`src/rtl/dht11_ascii_reporter.sv`:
```
// Converts one DHT11 reading to ASCII ("H=hhh.hhh T=ttt.ttt" with optional CRLF)
// and streams it one character at a time over a valid/ready handshake.
module dht11_ascii_reporter #(
    parameter bit ENABLE_CRLF = 1'b1
) (
    input  logic        clk50M,
    input  logic        rst,
    input  logic [31:0] dht11_data,
    input  logic        dht11_data_valid,
    output logic [7:0]  tx_data,
    output logic        tx_valid,
    input  logic        tx_ready,
    output logic        busy,
    output logic [7:0]  drop_cnt
);

    localparam int unsigned MSG_LEN = ENABLE_CRLF ? 21 : 19;

    typedef enum logic [1:0] {IDLE, CONV, SEND} state_t;

    state_t              r_state;
    state_t              w_state_next;
    logic [31:0]         r_snap;
    logic [5:0]          r_cnt;
    logic [11:0]         r_work;
    logic [3:0][11:0]    r_bcd;
    logic [4:0]          r_idx;
    logic [7:0]          r_tx_data;
    logic [7:0]          r_drop;
    logic                w_accept;
    logic                w_last;
    logic                w_bit;
    logic [11:0]         w_dabble;

    // One double-dabble iteration: add 3 to any digit >= 5, then shift in the next bit.
    function automatic logic [11:0] dabble_step(input logic [11:0] v, input logic b);
        logic [11:0] a;
        a = v;
        for (int i = 0; i < 3; i++) begin
            if (a[i*4 +: 4] >= 4'd5)
                a[i*4 +: 4] = a[i*4 +: 4] + 4'd3;
        end
        return {a[10:0], b};
    endfunction

    function automatic logic [7:0] sat_inc(input logic [7:0] v);
        return (v == 8'hFF) ? v : v + 8'd1;
    endfunction

    function automatic logic [7:0] ascii_digit(input logic [3:0] d);
        return 8'h30 + {4'h0, d};
    endfunction

    // bcd[0..3] = humidity int, humidity dec, temperature int, temperature dec.
    function automatic logic [7:0] msg_char(input logic [4:0] idx, input logic [3:0][11:0] bcd);
        case (idx)
            5'd0:    return 8'h48;
            5'd1:    return 8'h3D;
            5'd2:    return ascii_digit(bcd[0][11:8]);
            5'd3:    return ascii_digit(bcd[0][7:4]);
            5'd4:    return ascii_digit(bcd[0][3:0]);
            5'd5:    return 8'h2E;
            5'd6:    return ascii_digit(bcd[1][11:8]);
            5'd7:    return ascii_digit(bcd[1][7:4]);
            5'd8:    return ascii_digit(bcd[1][3:0]);
            5'd9:    return 8'h20;
            5'd10:   return 8'h54;
            5'd11:   return 8'h3D;
            5'd12:   return ascii_digit(bcd[2][11:8]);
            5'd13:   return ascii_digit(bcd[2][7:4]);
            5'd14:   return ascii_digit(bcd[2][3:0]);
            5'd15:   return 8'h2E;
            5'd16:   return ascii_digit(bcd[3][11:8]);
            5'd17:   return ascii_digit(bcd[3][7:4]);
            5'd18:   return ascii_digit(bcd[3][3:0]);
            5'd19:   return 8'h0D;
            5'd20:   return 8'h0A;
            default: return 8'h00;
        endcase
    endfunction

    // Snapshot is consumed MSB first, so byte 0 of the conversion is humidity integer.
    assign w_bit    = r_snap[5'd31 - r_cnt[4:0]];
    assign w_dabble = dabble_step(r_work, w_bit);

    always_comb begin
        w_state_next = r_state;
        w_accept     = 1'b0;
        w_last       = (r_idx == 5'(MSG_LEN - 1));
        case (r_state)
            IDLE: if (dht11_data_valid) w_state_next = CONV;
            CONV: if (r_cnt[5])         w_state_next = SEND;
            SEND: begin
                w_accept = tx_ready;
                if (tx_ready && w_last) w_state_next = IDLE;
            end
            default: w_state_next = IDLE;
        endcase
    end

    always_ff @(posedge clk50M) begin
        if (rst) r_state <= IDLE;
        else     r_state <= w_state_next;
    end

    always_ff @(posedge clk50M) begin
        if (rst) begin
            r_snap    <= '0;
            r_cnt     <= '0;
            r_work    <= '0;
            r_bcd     <= '0;
            r_idx     <= '0;
            r_tx_data <= '0;
            r_drop    <= '0;
        end else begin
            if (dht11_data_valid) begin
                if (r_state == IDLE) begin
                    r_snap <= dht11_data;
                    r_cnt  <= '0;
                    r_work <= '0;
                end else begin
                    r_drop <= sat_inc(r_drop);
                end
            end
            case (r_state)
                CONV: begin
                    if (!r_cnt[5]) begin
                        r_cnt <= r_cnt + 6'd1;
                        if (r_cnt[2:0] == 3'd7) begin
                            r_bcd[r_cnt[4:3]] <= w_dabble;
                            r_work            <= '0;
                        end else begin
                            r_work <= w_dabble;
                        end
                    end else begin
                        r_idx     <= '0;
                        r_tx_data <= msg_char(5'd0, r_bcd);
                    end
                end
                SEND: begin
                    if (w_accept) begin
                        if (w_last) begin
                            r_tx_data <= '0;
                        end else begin
                            r_idx     <= r_idx + 5'd1;
                            r_tx_data <= msg_char(r_idx + 5'd1, r_bcd);
                        end
                    end
                end
                default: ;
            endcase
        end
    end

    assign tx_data  = r_tx_data;
    assign tx_valid = (r_state == SEND);
    assign busy     = (r_state != IDLE);
    assign drop_cnt = r_drop;

endmodule

```
`config.mk`:
```
export PLATFORM = sky130hd
export DESIGN_NAME = dht11_ascii_reporter
export DESIGN_NICKNAME = d
export VERILOG_FILES = /design/src/rtl/dht11_ascii_reporter.sv
export SDC_FILE = /design/constraint.sdc
export NUM_CORES = 1
export LEC_CHECK = 0
export ABC_AREA = 1
export BUFFER_PORTS_ARGS = -buffer_cell sky130_fd_sc_hd__clkbuf_2
export CORE_ASPECT_RATIO = 0.6
export CORE_MARGIN = 3
export CORE_UTILIZATION = 25
export CTS_BUF_LIST = sky130_fd_sc_hd__clkbuf_2
export CTS_CLUSTER_SIZE = 16
export DETAILED_ROUTE_END_ITERATION = 12
export PLACE_DENSITY = 0.52
export SLEW_MARGIN = 20
export SYNTH_ARGS = -nofsm -noshare
export SYNTH_HDL_FRONTEND = slang
export SYNTH_SLANG_ARGS = --single-unit
```
`constraint.sdc`:
```
create_clock -name clk50M -period 4.3 [get_ports clk50M]
set_clock_uncertainty 0.2 [all_clocks]
set_input_delay 0.215 -clock clk50M [delete_from_list [all_inputs] [get_ports clk50M]]
set_output_delay 0.215 -clock clk50M [all_outputs]
set_load 0.005 [all_outputs]
```
-- Word level (Yosys, flattened, before mapping)
Cells that the tools add are included.
- $add $sub $neg: 19
- $lt $le $gt $ge: 6
- eq/ne operators: 30
- muxes and demuxes: 31
- bitwise logic cells: 3
- reductions and logical operators: 14
- operator list (kind ; number):
    $pmux 7 s19 ; 1
    $add 6x4->7 const A ; 12
    $mux 12 ; 6
    $bwmux 48 ; 1
    $eq 5x4->1 const B ; 8
    $eq 5x5->1 const B ; 6
    $demux 12 s2 ; 1
    $mux 6 ; 4
    $eq 5x3->1 const B ; 4
    $mux 8 ; 2
    $pmux 8 s2 ; 1
    $mux 5 ; 3
    $ge 4x3->1 const B ; 3
    $reduce_and 3->1 ; 4
    $eq 5x2->1 const B ; 2
    $pmux 5 s2 ; 1
    $add 4x2->4 const B ; 2
    $add 8x1->8 const B ; 1
    $eq 8x8->1 const B ; 1
    $mux 4 ; 2
    $mux 7 ; 1
    $add 6x1->6 const B ; 1
    $lt 5x6->1 const B ; 1
    $mux 2 ; 3
    other kinds (23) ; 32
- bits in registers: 121
- bits of input ports: 36
- output and inout port bits: 18
- logic and storage cells: 114

-- Longest topological paths before layout
Gate-level depths: netlist of the first run.
- depth after elaboration: 7
- mapped depth: 15
- mapped depth without buffers: 15

-- Worst setup path after synthesis of the first run
OpenSTA, ideal clock, no wires.
- path type: register to register
- from: register r_idx[0]
- to: register r_tx_data[2] (netlist: tx_data[2])
- setup time: 132 ps
- data arrival time: 1751 ps
- data required time: 3968 ps
- path slack: 2217 ps
- cell stages (with the launch flop): 13
- buffers on the path: 0
- period minus slack after synthesis: 2083 ps
- cells stage by stage: dfxtp_1 -> ha_1 -> nand3_1 -> nand2_1 -> nand2_2 -> nand2_4 -> inv_1 -> nand2_1 -> nand2_2 -> nor3_2 -> nand3_2 -> nand3_1 -> a21oi_1
- cells in the longest elaborated chain, start to end: 7
- elaborated cells between the ends (all ways): 29
- those cells by class: add/sub (1); eq/ne (21); mux (4); reduce/logical (3)
- ends and longest elaborated chain (element ; line ; RTL):
    start: declaration ; 27 ; logic [4:0] r_idx;
    start signal: assignment ; 145 ; r_idx <= r_idx + 5'd1;
    $add 5x1->5 ; 146 ; r_tx_data <= msg_char(r_idx + 5'd1, r_bcd);
    $eq 5x4->1, or another cell as far along ; 56 ; case (idx)
    $reduce_or 2->1 (no source line) ; n/a ;
    $pmux 7 s19 ; 56 ;
    $mux 7 * ; 142 ; if (w_last) begin
    $mux 8 * ; 141 ; if (w_accept) begin
    $pmux 8 s2 * ; 125 ; case (r_state)
    end signal: assignment ; 137 ; r_tx_data <= msg_char(5'd0, r_bcd);
    end signal: assignment ; 146 ;
    end: declaration ; 28 ; logic [7:0] r_tx_data;
Mark *: on every way between the ends. The rest lies on a longest branch, timed or not. The select of a mux whose other input is x is not followed.
A chain may end at the register's enable or synchronous reset.

==> results_dict.tcl, run 1 <==
set metrics [dict create \
    track_usage_pct 14.5 \
    worstMarginPinSlew_ps 908 \
    place_area_um2 6320 \
    rows 42 \
    cts-buffers-inserted 17 \
    path_cells "dlygate4sd3_1 > clkbuf_2 > inv_2 > buf_4 > o21ai_0 > nor2_1 > dlygate4sd3_1" \
    clock-sinks 120 \
    coreArea_um2 22400 \
    fin_setup_tns_ps 0 \
    synth_area_um2 5790 \
    status "complete, no violations" \
    antenna_found_initial 1 \
    drc 0 \
    critical_path.max_fanout 61 \
    finalMaxSlewViolations 0 \
    drt_wl_total_um 17400 \
    dr.pass1.iters 5 \
    cts-root-buf "clkbuf_2" \
    cpPeakStageDelay_ps 880 \
    drv_cap 0 \
    relSlewSlack_pct 39.4 \
    syn-instance-count 831 \
    reg2reg_depth 9 \
    synth_top_area_share_pct 41.5 \
    ctsHtreeMaxLevel 4 \
    start_util_pct 25.8 \
    synth-seq-cells 120 \
    ctsLongestPathBuffers 2 \
    insertion_delay_ps 680 \
    grt_max_degree 62 \
    final_common_cell "nor2_1" \
    cp.arrival_ps 3200 \
    final_nets 988 \
    grt_pass1_vias 5417 \
    setup.worst_path.end_class "flip-flop" \
    crit_required_ps 4710 \
    fin_crit_sh_pct 64.8 \
    area_growth_pct 25.5 \
    dp_hpwl_um 12000 \
    ff2ff_setup_slack_ps 1550 \
    p_leak_nw 3.04 \
    wire_per_inst_um 13.8 \
    stdcell_area_um2 7260 \
    fmax_ghz 0.359 \
    crit_type "primary input to flip-flop" \
    r2r-end "r_snap[31]" \
    min_path_type "primary input to flip-flop" \
    period_minus_slack_ps 2790 \
    peakVddDrop_v 0.000132 \
    io_buffers 52 \
    yosysSeqAreaShare_pct 41.5 \
    power_density_nw_per_um2 301 \
    synth_cell_type_count 39 \
    crit_start "rst" \
    grt_overflow 0 \
    ys_warn_count 0 \
    die_w_um 202 \
    min_to "r_state[1]" \
    yosys.area.top_type "dfxtp_1" \
    whs_ps 234 \
    layout_common_cells "nor2_1 (144), nand2_1 (136), dfxtp_1 (120), o21ai_0 (110), a21oi_1 (87)" \
    whs_path_depth 5 \
    drtIter0Drc 416 \
    place.gp.congestion 0.885 \
    drive_gt1_share_pct 12.3 \
    dieHeight_um 124 \
    synth_area_leaders "dfxtp_1 (42%), o21ai_0 (9.5%), nor2_1 (9.3%)" \
    io_pins 54 \
    crit_top_cell "dlygate4sd3_1" \
    hold_viol 0 \
    dp_slack_ps 1510 \
    final-setup-viol-count 0 \
    clk_pin_slew_ps 170 \
    cp-start-kind "primary input" \
    cts_tree "built" \
    setup_slack_ps 1510 \
    syn-mean-instance-area_um2 6.96 \
    routed_via_density 4.54 \
    crit_family "buffers and inverters" \
    die_area_um2 25100 \
    vias 5718 \
    antenna_left 0 \
    crit-reg2reg-launch "r_state[0]" \
    rsz0062_at_grt "no" \
    cp_slowest_cell "inv_2" \
    nFillCells 2432 \
    synth_fp_nets 881 \
    grt_pass1_wl_um 28900 \
    hold_path_startpoint "tx_ready" \
    worst-path-buf-inv 5 \
]
==> how the worst max path moves through the flow <==
| stage | to | slack [ps] | cells past startpoint |
|---|---|---|---|
| final | r_snap[31] | 1510 | 7 |
| after global routing | r_snap[31] | 1300 | 9 |
| after CTS | r_bcd[7] | 1500 | 7 |
| after detailed placement | r_bcd[7] | 1510 | 7 |
| after global placement | r_bcd[7] | 1560 | 7 |
| after floorplan | tx_data[2] | 2220 | 12 |
==> synth_stat cells, drive strengths merged <==
cell / n
buf: 7
or2: 2
inv: 68
nor3: 7
a31oi: 1
clkinv: 1
nor4: 1
nand4: 10
conb: 1
o22ai: 3
nand2: 145
o221ai: 3
a21oi: 87
o21ai: 113
a2111oi: 1
a211oi: 3
xor2: 8
o21a: 2
o211ai: 5
o21bai: 1
clkbuf: 29
nor2: 158
dfxtp: 120
nand3: 39
nor3b: 2
ha: 14
==> state kept, by name, summed over array words and instances, names as in the netlist <==
signal / count
r_bcd: 48
drop_cnt: 8
r_cnt: 6
tx_data: 7
r_state: 2
r_work: 12
r_snap: 32
r_idx: 5
==> cell families after synthesis <==
kind of cell / Yosys count / share of synthesized area [%]
other: 1 / 0.0648
AO/OA/AOI/OAI: 219 / 19.8
adder cells (fa/ha/maj): 14 / 3.03
flip-flops: 120 / 41.5
buffers and inverters: 105 / 7.18
XOR/XNOR: 8 / 1.21
AND/OR/NAND/NOR: 364 / 27.2
==> worst min-delay path, cell delays in order <==
cell,delay (ps)
dlygate4sd3_1,550
clkbuf_2,130
nand2_1,50
nand2_1,50
a21oi_1,50
==> per-layer routing <==
metal | global-route usage (%) | routed length (µm) | vias up
met5 | 0 | 0 | -
met4 | 3.03 | 160 | 0
met3 | 5.25 | 1160 | 13
met2 | 19.0 | 6380 | 141
met1 | 22.1 | 9670 | 2603
li1 | - | - | 2961
==> power by group <==
| part | switching, mW | internal (mW) |
|---|---|---|
| Sequential | 0.0244 | 1.14 |
| Clock | 0.433 | 0.373 |
| Combinational | 0.110 | 0.100 |
| Total | 0.568 | 1.62 |
==> layout make-up <==
| cell class | instances | area (µm²) | area share (%) |
|---|---|---|---|
| clock buffer | 19 | 95.1 | 1.31 |
| clock inverter | 11 | 156 | 2.15 |
| timing repair buffer | 124 | 968 | 13.3 |
| inverter | 69 | 264 | 3.64 |
| multi-input combinational | 606 | 2980 | 41.0 |
| antenna | 3 | 7.51 | 0.103 |
| sequential | 120 | 2400 | 33.1 |
| tap | 308 | 385 | 5.31 |
==> what timing repair did <==
item                                   CTS  global route
hold buffers                            67             0
buffers inserted                         0             0
setup endpoints to repair                0             0
endpoints found under the hold margin   52             0
gates resized for setup                  0             0
==> through the flow <==
step	util (%)	instances	total power, mW
6_report	32.4	1260	2.19
5_1_grt	32.4	1260	2.30
4_1_cts	32.4	1257	2.21
3_5_place_dp	28.2	1160	1.34
3_3_place_gp	28.2	1160	1.34
2_1_floorplan	-	831	1.28
(Power assumes the default switching activity.)
==> run 2: changes to the inputs <==
--- a/config.mk
+++ b/config.mk
@@ -5,7 +5,7 @@
 export SDC_FILE = /design/constraint.sdc
 export NUM_CORES = 1
 export LEC_CHECK = 0
-export ABC_AREA = 1
+export ABC_AREA = 0
 export BUFFER_PORTS_ARGS = -buffer_cell sky130_fd_sc_hd__clkbuf_2
 export CORE_ASPECT_RATIO = 0.6
 export CORE_MARGIN = 3
@@ -13,7 +13,7 @@
 export CTS_BUF_LIST = sky130_fd_sc_hd__clkbuf_2
 export CTS_CLUSTER_SIZE = 16
 export DETAILED_ROUTE_END_ITERATION = 12
-export PLACE_DENSITY = 0.52
+export PLACE_DENSITY = 0.54
 export SLEW_MARGIN = 20
 export SYNTH_ARGS = -nofsm -noshare
 export SYNTH_HDL_FRONTEND = slang
==> constraint.sdc (replaced) <==
create_clock -name clk50M -period 2.55 [get_ports clk50M]
set_clock_uncertainty 0.2 [all_clocks]
set_input_delay 0.1275 -clock clk50M [delete_from_list [all_inputs] [get_ports clk50M]]
set_output_delay 0.1275 -clock clk50M [all_outputs]
set_load 0.005 [all_outputs]
==> results_dict.tcl, run 2 <==
set metrics [dict create \
    grt_pass1_vias 5388 \
    n_antenna_cell 0 \
    pwr-share-clk_pct 34.2 \
    synth_top_area_share_pct 41.9 \
    combPwrFrac_pct 9.2 \
    synth_top_family_by_area "simple AND/OR/NAND/NOR gates" \
    final_core_util_pct 33.6 \
    clk_pin_slew_ps 200 \
    crit_type "flip-flop to flip-flop" \
    setup.worst_path.end_class "flip-flop" \
    die_w_um 201 \
    regArea_um2 2400 \
    cp.arrival_ps 2760 \
    muxShareOfSynthArea_pct 5.53 \
    status "complete, no violations" \
    critical_path.max_fanout 5 \
    p_seq_share_pct 56.6 \
    synth_edf_count 0 \
    cts_tree "built" \
    io_buffers 52 \
    final_common_cell "dfxtp_1" \
    cp-start-kind "flip-flop" \
    p_sw_share_pct 26.3 \
    rows 42 \
    coreArea_um2 22300 \
    min_path_type "primary input to flip-flop" \
    drc 0 \
    reg.largest.list "r_bcd: 48 flops, r_snap: 32 flops, r_work: 12 flops" \
    crit-reg2reg-launch "r_cnt[0]" \
    yosysSeqAreaShare_pct 41.9 \
    hold_viol 0 \
    synthXorXnorAreaFrac_pct 2.56 \
    synth.most_common_cell "dfxtp_1" \
    antenna_left 0 \
    synth_fp_nets 763 \
    area_growth_pct 30.8 \
    stdcell_area_um2 7490 \
    dr.pass1.iters 5 \
    reg2reg_depth 6 \
    synth_fa_ha_area_share_pct 3.06 \
    drtIter0Drc 537 \
    period_minus_slack_ps 2440 \
    finalMaxSlewViolations 0 \
    vias 5614 \
    crit_required_ps 2870 \
    drt_wl_total_um 17800 \
    final_nets 897 \
    critPathCapture "r_work[0]" \
    p_leak_nw 2.80 \
    place_area_um2 6460 \
    relSlewSlack_pct 49.8 \
    synthSimpleGateAreaFrac_pct 22.6 \
    synth-compound-area-share_pct 19.4 \
    synth.top_cells.by_count "dfxtp_1 (120), nor2_1 (118), nand2_1 (100)" \
    place.gp.congestion 0.889 \
    peakVddDrop_v 0.000237 \
    power_density_nw_per_um2 457 \
    worstMarginPinSlew_ps 754 \
    layout_common_cells "dfxtp_1 (119), nor2_1 (117), nand2_1 (100), a21oi_1 (92), dlygate4sd3_1 (78)" \
    antenna_found_initial 0 \
    start_util_pct 25.7 \
    drv_cap 0 \
    yosys.area.top_type "dfxtp_1" \
    grtUsageMet3_pct 3.95 \
    switchingPower_mw 0.901 \
    whs_ps 172 \
    r2r-end "r_work[0]" \
    clock-sinks 120 \
    hold_path_startpoint "rst" \
    setup_slack_ps 114 \
    cts-root-buf "clkbuf_2" \
    wire_per_inst_um 15.2 \
    ff2ff_setup_slack_ps 110 \
    fin_setup_tns_ps 0 \
    grt-busiest-layer "met1" \
    drive_gt1_share_pct 16.5 \
    synth_cell_type_count 55 \
    top_register "r_bcd" \
    multi_input_area_um2 3090 \
    internal_power_mw 2.52 \
    fin_cells 1167 \
    dp_slack_ps 62.1 \
    grtUsageMet1_pct 22.4 \
    final-setup-viol-count 0 \
    io_pins 54 \
    insertion_delay_ps 650 \
    synth-seq-cells 120 \
    fin_crit_sh_pct 95.5 \
    dp_hpwl_um 12200 \
    grt_max_degree 115 \
    synth_area_um2 5730 \
    cts-buffers-inserted 17 \
    async_flop_share_pct 0 \
    grt_pass1_wl_um 29400 \
    ys_warn_count 0 \
    die_area_um2 24800 \
    track_usage_pct 14.8 \
    crit_start "r_cnt[0]" \
    synth_area_leaders "dfxtp_1 (42%), a21oi_1 (8.1%), nor2_1 (7.7%)" \
    ctsLongestPathBuffers 2 \
    dieHeight_um 123 \
    grt_overflow 0 \
    total_power_mw 3.42 \
    dp_cells 1058 \
    ctsHtreeMaxLevel 4 \
    routed_via_density 4.81 \
    largest_register_ffs 48 \
    fmax_ghz 0.411 \
    rsz0062_at_grt "no" \
    syn-mean-instance-area_um2 8.03 \
    grtUsageMet2_pct 20.7 \
    nFillCells 2382 \
    syn-instance-count 713 \
    ys.flop_type "dfxtp_1" \
]
==> run 2: area by class of cell <==
cell class              instances  area share (%)
repair buffers                165            17.8
clock buffers                  20            1.34
well taps                     308            5.14
inverters                      19           0.952
clock inverters                11            1.44
flip-flops and latches        120            32.1
multi-input cells             524            41.3
==> run 2: worst max-delay path, stage by stage, from the launching register on <==
cell	delay [ps]
dfxtp_1	370
buf_4	160
mux4_2	510
mux4_2	490
mux2_2	340
a22oi_1	180
nor2_1	60
==> run 2: cell families after synthesis <==
logic type,count (synthesis)
simple gates,293
compound gates,182
flops,120
buf+inv,69
mux,19
xor+xnor,15
fa+ha+maj,14
other cells,1
==> run 2: timing repair <==
item,CTS,global route
setup buffers,0,0
resized for setup,0,10
endpoints found under the setup margin,0,7
hold buffers,78,0
endpoints found under the hold margin,120,0
==> run 2: worst min path at each step <==
stage | endpoint | cells past startpoint
floorplan | r_snap[0] | 2
global placement | r_snap[0] | 3
detailed placement | r_snap[29] | 3
CTS | tx_data[5] | 5
global route | tx_data[5] | 5
finish | tx_data[5] | 5
==> run 2: metal layers <==
metal	wire (µm)	share of wire [%]
met1	9430	53
met2	6960	39
met3	1240	7.0
met4	118	0.66
met5	0	0
==> run 2: power groups by stage <==
| stage | sequential (mW) | clock [mW] | combinational, mW |
|---|---|---|---|
| 5_1_grt | 1.94 | 1.30 | 0.350 |
| 2_1_floorplan | 1.97 | 0 | 0.145 |
| 3_3_place_gp | 1.98 | 0 | 0.214 |
| 6_report | 1.94 | 1.17 | 0.315 |
| 3_5_place_dp | 1.97 | 0 | 0.217 |
| 4_1_cts | 1.94 | 1.19 | 0.313 |
==> run 3: changes to the inputs <==
--- a/config.mk
+++ b/config.mk
@@ -13,6 +13,7 @@
 export CTS_BUF_LIST = sky130_fd_sc_hd__clkbuf_2
 export CTS_CLUSTER_SIZE = 16
 export DETAILED_ROUTE_END_ITERATION = 12
+export GPL_TIMING_DRIVEN = 0
 export PLACE_DENSITY = 0.54
 export SLEW_MARGIN = 20
 export SYNTH_ARGS = -nofsm -noshare
==> results_dict.tcl, run 3 (synthesized netlist as in run 2, its figures left out) <==
set metrics [dict create \
    grt_pass1_vias 5230 \
    grtUsageMet2_pct 19.9 \
    reg2reg_depth 6 \
    drt_wl_total_um 19200 \
    grt_pass1_wl_um 30000 \
    status "complete, no violations" \
    min_path_type "primary input to flip-flop" \
    drc 0 \
    finalMaxSlewViolations 0 \
    cp-start-kind "flip-flop" \
    dieHeight_um 123 \
    insertion_delay_ps 660 \
    worstMarginPinSlew_ps 898 \
    place.gp.congestion 0.928 \
    io_pins 54 \
    crit_type "flip-flop to flip-flop" \
    p_leak_nw 2.74 \
    dp_hpwl_um 13700 \
    grtUsageMet3_pct 4.58 \
    grt_max_degree 17 \
    setup.worst_path.end_class "flip-flop" \
    hold_viol 0 \
    rows 42 \
    antenna_found_initial 0 \
    dr.pass1.iters 7 \
    fin_crit_sh_pct 98.0 \
    fmax_ghz 0.400 \
    cp_slowest_cell "mux4_2" \
    layout_common_cells "dfxtp_1 (117), nor2_1 (116), nand2_1 (100), a21oi_1 (93), clkbuf_2 (82)" \
    hold_path_startpoint "dht11_data[24]" \
    cts-root-buf "clkbuf_2" \
    drtIter0Drc 547 \
    final-setup-viol-count 0 \
    final_common_cell "dfxtp_1" \
    n_antenna_cell 0 \
    whs_path_depth 4 \
    drv_cap 0 \
    path_cells "buf_4 > mux4_2 > mux4_2 > mux2_4 > a22oi_1 > nor2_1" \
    critical_path.max_fanout 10 \
    fin_cells 1173 \
    final_nets 903 \
    grt_overflow 0 \
    area_growth_pct 31.3 \
    clk_pin_slew_ps 190 \
    total_power_mw 3.44 \
    min_to "r_snap[24]" \
    coreArea_um2 22300 \
    whs_ps 73.0 \
    crit_required_ps 2890 \
    ff2ff_setup_slack_ps 50 \
    vias 5740 \
    dp_cells 1073 \
    cpPeakStageDelay_ps 530 \
    cts_tree "built" \
    antenna_left 0 \
    clock-sinks 120 \
    drive_gt1_share_pct 17.0 \
    wire_per_inst_um 16.4 \
    die_area_um2 24800 \
    grtUsageMet1_pct 24.9 \
    ctsHtreeMaxLevel 4 \
    place_area_um2 6370 \
    io_buffers 52 \
    grt-busiest-layer "met1" \
    top_register "r_bcd" \
    period_minus_slack_ps 2500 \
    track_usage_pct 15.6 \
    crit_top_cell "mux4_2" \
    cp.arrival_ps 2840 \
    crit-reg2reg-launch "r_cnt[1]" \
    ctsLongestPathBuffers 2 \
    reg.largest.list "r_bcd: 48 flops, r_snap: 32 flops, r_work: 12 flops" \
    cts-buffers-inserted 17 \
    routed_via_density 4.89 \
    power_density_nw_per_um2 457 \
    final_core_util_pct 33.7 \
    start_util_pct 25.7 \
    largest_register_ffs 48 \
    stdcell_area_um2 7520 \
    die_w_um 201 \
    relSlewSlack_pct 40.2 \
    peakVddDrop_v 0.000233 \
    r2r-end "r_work[0]" \
]
[run 3: cell types whose count changed in the layout (fill, tap and decap cells not counted), sizes merged]
| cell | previous run | this run |
|---|---|---|
| clkbuf | 71 | 112 |
| buf | 36 | 13 |
| dlygate4sd3 | 78 | 66 |
| clkinv | 8 | 7 |
| clkinvlp | 1 | 2 |
[run 3: where the power goes]
part	internal, mW	switching [mW]	total [mW]
clock network	0.439	0.743	1.18
registers	1.91	0.0233	1.93
logic	0.156	0.164	0.319
total	2.51	0.930	3.44
[run 3: repair_timing]
action,CTS,global route
resized for setup,34,37
hold endpoints to repair,52,0
setup buffers,0,5
pin swaps,1,7
setup endpoints to repair,39,59
hold buffers,66,0
[run 3: metrics by stage]
step / setup slack [ps] / setup TNS (ps)
floorplan: 183 / 0
global placement: -780 / -7300
detailed placement: -725 / -6530
CTS: 2.68 / 0
global route: -28.6 / -63.6
finish: 50.9 / 0
[run 3: cell type report]
cell class                 count  area [µm²]
fill                        2369       14800
multi-input combinational    524        3240
sequential                   120        2410
timing repair buffer         123         958
tap                          308         385
buffer                        48         244
clock inverter                11         108
clock buffer                  20         100
inverter                      19        71.3
[run 3: how the worst max path moves through the flow]
stage          startpoint          to  slack (ps)  cells after the start
6_report         r_cnt[1]   r_work[0]          50                      6
5_1_grt          r_idx[0]  tx_data[2]         -30                      9
4_1_cts          r_idx[0]  tx_data[1]           3                      9
3_5_place_dp     r_idx[0]  tx_data[1]        -720                      9
3_3_place_gp     r_idx[1]  tx_data[3]        -780                      8
2_1_floorplan    r_idx[0]  tx_data[0]         180                      9
[run 3: worst max-delay path: cells and delay by family, from the launching register on]
| kind | cells | cell delay, ps |
|---|---|---|
| mux | 3 | 1380 |
| flops | 1 | 380 |
| buf+inv | 1 | 230 |
| compound gates | 1 | 170 |
| simple gates | 1 | 60 |
[run 3: per-layer routing]
metal / wire length, µm / part of all wire, %
met4: 146 / 0.76
met3: 1570 / 8.2
met5: 0 / 0
met2: 7050 / 37
met1: 10400 / 54
